$ cat src/rtl/uart_pkg.sv
// Shared types and line levels for the UART transmit path.
package uart_pkg;

  typedef enum logic [2:0] {
    IDLE,
    SYNC,
    START,
    DATA,
    PARITY,
    STOP
  } uart_tx_state_e;

  localparam logic UART_IDLE_LEVEL  = 1'b1;
  localparam logic UART_START_LEVEL = 1'b0;

endpackage

$ cat src/rtl/uart_tx_serializer_baud_tick_gen.sv
// Rising-edge detector on the baud divider toggle; one-cycle registered tick per bit period.
module baud_tick_gen (
  input  logic clk,
  input  logic rst,
  input  logic baud_toggle,
  output logic tick
);

  logic prev;

  // History loads the live input on reset so a toggle already high is not seen as an edge.
  always_ff @(posedge clk) begin
    if (rst) begin
      prev <= baud_toggle;
      tick <= 1'b0;
    end else begin
      prev <= baud_toggle;
      tick <= baud_toggle & ~prev;
    end
  end

endmodule

$ cat src/rtl/uart_tx_serializer.sv
// UART transmit serializer: start, LSB-first data, optional even parity, stop bits.
// Even parity bit is compiled in when UART_TX_PARITY_EN is defined.
module uart_tx_serializer
  import uart_pkg::*;
#(
  parameter int DATA_WIDTH = 8,
  parameter int STOP_BITS  = 1
) (
  input  logic                  clk,
  input  logic                  rst,
  input  logic                  baud_toggle,
  input  logic [DATA_WIDTH-1:0] tx_data,
  input  logic                  tx_valid,
  output logic                  tx_ready,
  output logic                  tx_serial,
  output logic                  tx_busy,
  output logic                  tx_done
);

  localparam int CNT_W = $clog2(DATA_WIDTH);
  localparam logic [CNT_W-1:0] LAST_BIT = CNT_W'(DATA_WIDTH - 1);
  localparam logic LAST_STOP = 1'(STOP_BITS - 1);

  uart_tx_state_e state, state_next;
  logic [DATA_WIDTH-1:0] shreg;
  logic [CNT_W-1:0] bit_cnt;
  logic stop_cnt;
  logic tick;
  logic accept;
  logic last_bit;
  logic last_stop;
`ifdef UART_TX_PARITY_EN
  logic parity;
`endif

  baud_tick_gen u_tick (
    .clk        (clk),
    .rst        (rst),
    .baud_toggle(baud_toggle),
    .tick       (tick)
  );

  assign tx_ready  = (state == IDLE);
  assign tx_busy   = (state != IDLE);
  assign accept    = tx_valid && tx_ready;
  assign last_bit  = (bit_cnt == LAST_BIT);
  assign last_stop = (stop_cnt == LAST_STOP);

  always_ff @(posedge clk) begin
    if (rst) begin
      state    <= IDLE;
      shreg    <= '0;
      bit_cnt  <= '0;
      stop_cnt <= 1'b0;
`ifdef UART_TX_PARITY_EN
      parity   <= 1'b0;
`endif
    end else begin
      state <= state_next;
      if (accept) begin
        shreg    <= tx_data;
        bit_cnt  <= '0;
        stop_cnt <= 1'b0;
`ifdef UART_TX_PARITY_EN
        parity   <= ^tx_data;
`endif
      end else if (tick && state == DATA) begin
        shreg   <= shreg >> 1;
        bit_cnt <= last_bit ? '0 : bit_cnt + 1'b1;
      end else if (tick && state == STOP) begin
        stop_cnt <= last_stop ? 1'b0 : stop_cnt + 1'b1;
      end
    end
  end

  always_comb begin
    state_next = state;
    tx_serial  = UART_IDLE_LEVEL;
    tx_done    = 1'b0;
    case (state)
      IDLE:  if (accept) state_next = SYNC;
      SYNC:  if (tick) state_next = START;
      START: begin
        tx_serial = UART_START_LEVEL;
        if (tick) state_next = DATA;
      end
      DATA: begin
        tx_serial = shreg[0];
`ifdef UART_TX_PARITY_EN
        if (tick && last_bit) state_next = PARITY;
`else
        if (tick && last_bit) state_next = STOP;
`endif
      end
`ifdef UART_TX_PARITY_EN
      PARITY: begin
        tx_serial = parity;
        if (tick) state_next = STOP;
      end
`endif
      STOP: begin
        // Reset in the same cycle as the final tick abandons the frame, so no done pulse.
        if (tick && last_stop) begin
          tx_done    = !rst;
          state_next = IDLE;
        end
      end
      default: state_next = IDLE;
    endcase
  end

endmodule

$ cat config.mk
export PLATFORM = sky130hd
export DESIGN_NAME = uart_tx_serializer
export DESIGN_NICKNAME = d
export VERILOG_FILES = /design/src/rtl/uart_pkg.sv /design/src/rtl/uart_tx_serializer_baud_tick_gen.sv /design/src/rtl/uart_tx_serializer.sv
export SDC_FILE = /design/constraint.sdc
export NUM_CORES = 1
export LEC_CHECK = 0
export ABC_CLOCK_PERIOD_IN_PS = 4250
export CAP_MARGIN = 20
export CORE_UTILIZATION = 55
export CTS_BUF_LIST = sky130_fd_sc_hd__clkbuf_8
export CTS_CLUSTER_SIZE = 30
export DETAILED_ROUTE_END_ITERATION = 10
export MAX_ROUTING_LAYER = met4
export PLACE_DENSITY = 0.89
export SETUP_SLACK_MARGIN = 0.15
export SYNTH_ARGS = -nofsm -noshare
export SYNTH_HDL_FRONTEND = slang
export SYNTH_HIERARCHICAL = 1
export SYNTH_SLANG_ARGS = --single-unit
$ cat constraint.sdc
create_clock -name clk -period 4.25 [get_ports clk]
set_clock_uncertainty 0.05 [all_clocks]
set_input_delay 0.6375 -clock clk [delete_from_list [all_inputs] [get_ports clk]]
set_output_delay 0.6375 -clock clk [all_outputs]
set_load 0.01 [all_outputs]
==> impl_metrics.ini <==
[die]
die_h_um = 41.0
initial_core_util_pct = 61.9
die_area_mm2 = 0.00168
die_x_um = 41.0
rows = 13
io_pins = 16
design.core.area_mm2 = 0.00135

[clocking]
postCtsHoldBufs = 0
cts_made_buffers = 3
cts.htree.levels = 1
cts_resized = 0
cts_tree = done
clkTransAtPathRegs_ps = 60
cts_buffer_depth = 2
cts_root_buf = clkbuf_8
postCtsSetupRepairBufs = 0
insertion_delay_ps = 250
cts_sinks = 16

[finish]
final_area_um2 = 991
area_delta_synth_final_pct = 18.6
nNetsFinal = 115
antennaDiodeCount = 0
layout_common_cells = 16 x dfxtp_1, 15 x clkdlybuf4s50_1, 11 x nand2_1
final_common_cell = dfxtp_1
finish.utilization_pct = 73.4
drive_gt1_share_pct = 12.1

[critical_path]
critical_path.slowest_cell = clkdlybuf4s50_1
crit_arrival_ps = 2360
critPathRequiredTime_ps = 3560
cp-startpoint = rst
cp-end-kind = output pin
cpLargestDelayFamily = buffers and inverters
crit_top_cell = clkdlybuf4s50_1
cp_max_fo = 16
cp_slowest_stage_delay_ps = 740
reg2reg_from = state[0]
crit_chain = clkdlybuf4s50_1 -> nor4b_1 -> clkdlybuf4s50_1
setup.worst_path.class = in2out
crit_buf_inv = 2
critPathLaunchType = input pin

[detailed_routing]
detail-route-antenna-nets = 0
drtIter0Drc = 13
firstDrtPassIters = 4
finalWirelength_um = 1670
vias_per_cell = 6.06
wl_per_cell_um = 14.6
drc_errors = 0
vias = 691

[grt]
grt_overflow = 0
grt_pass1_wl_um = 2450
grt_usage_pct = 24.1
grt_max_degree = 17
grt_antenna_before_repair = 0
first_global_vias = 559

[power]
p_sw_share_pct = 26.2
p_clk_share_pct = 31.4
p_switching_mw = 0.0934
power.internal_mw = 0.263
powerDensity_mw_per_mm2 = 360
pwr-share-comb_pct = 19.1
cellLeakagePower_nw = 0.345
pwr-share-seq_pct = 49.5
max-vdd-ir-drop_v = 0.000239

[yosys]
synth-compound-area-share_pct = 20.8
ys_seq_elements = 16
yosys.area_share.simple_pct = 29.2
syn_nets = 102
synthMuxAreaShare_pct = 1.20
ys_types = 34
seq_area_frac_synth_pct = 38.3
yosysWarnings = 6
synth_top_family_by_area = simple AND/OR/NAND/NOR gates
synthArstFlopShare_pct = 0
synth_edf_count = 0
postSynthAreaPerCell_um2 = 9.50
syn-cell-area_um2 = 836
synth_xor_area_share_pct = 0
synthFlopType = dfxtp_1
synthCells = 88
synthAdderAreaFrac_pct = 2.99

[placement]
gp_congestion = 0.688
portBuffers = 15
dp_hpwl_um = 1170
placed_area_um2 = 950
place_ws_ps = 1190

[timing]
rsz0062_at_grt = false
fmax_mhz = 328
drv_slew = 0
finalCritPeriodShare_pct = 71.8
relSlewSlack_pct = 55.3
setup_viol = 0
fin_setup_tns_ps = 0
finalCriticalPeriod_ps = 3050
setup_ws_ps = 1200
worst_slew_pin_slew_ps = 668
hold_violations = 0

[worst_hold_path]
hp-class = reg2reg
min_from = u_tick/prev

[run_status]
status = complete, no violations

[job]
max_cap_violations = 0
-- worst paths after layout --
path	endpoint	slack (ps)	cells after the start
worst max-delay path	tx_done	1200	3
worst min register to register	u_tick/tick	350	1
worst min-delay path	u_tick/tick	350	1
worst max register to register	bit_cnt[0]	2310	3
-- cells in the mapped netlist (2+ instances only) --
library cell	n	share of area, %
a21oi_1	6	3.6
nand3b_1	3	2.7
a22oi_1	3	2.7
o21ai_0	2	1.2
buf_2	2	1.2
nand3_1	4	2.4
inv_1	2	0.90
or3_1	3	2.2
dfxtp_1	16	38
nor3_1	5	3.0
nand2_1	11	4.9
o22ai_2	2	3.0
a311oi_2	3	5.4
buf_6	3	4.0
ha_1	2	3.0
nor2_1	3	1.3
-- registers in the layout, indices dropped and copies added (netlist names) --
signal       count
bit_cnt          3
shreg            8
state            3
u_tick/prev      1
u_tick/tick      1
-- worst register-to-register path, stage by stage (launching register included) --
cell and delay, ps:
dfxtp_1 620, nand4b_1 510, or3_1 500, a211oi_2 180
-- cell families (layout without fill, tap and decap cells) --
| logic type | Yosys count | after routing |
|---|---|---|
| and+or+nand+nor | 39 | 39 |
| AOI/OAI and AO/OA | 21 | 21 |
| DFF | 16 | 16 |
| buffers and inverters | 9 | 20 |
| adders and majority gates | 2 | 2 |
| muxes | 1 | 1 |
-- cell type report --
type                    count  area [um2]
multi-input cells          63         453
fillers                   101         359
flip-flops and latches     16         320
repair buffers             15         150
clock buffers               3        41.3
well taps                  15        18.8
inverters                   2        7.51
-- power groups by stage --
stage          clock (mW)  sequential, mW  combinational [mW]
2_1_floorplan           0           0.172              0.0544
3_3_place_gp            0           0.178              0.0651
3_5_place_dp            0           0.179              0.0676
4_1_cts             0.116           0.176              0.0684
5_1_grt             0.120           0.178              0.0730
6_report            0.112           0.176              0.0681
-- per-layer routing --
metal / GRT usage (%) / vias to the layer above / wire [um]
met1: 27.5 / 325 / 739
met3: 8.15 / 4 / 58
met2: 37.1 / 13 / 844
met4: 12.5 / 0 / 25
li1: - / 349 / -
met5: - / - / 0
-- through the flow --
stage	instances	total power, mW	hold slack [ps]
6_report	114	0.356	352
5_1_grt	114	0.372	361
4_1_cts	114	0.360	351
3_5_place_dp	111	0.247	343
3_3_place_gp	111	0.243	342
2_1_floorplan	88	0.226	337
(Power assumes the default switching activity.)
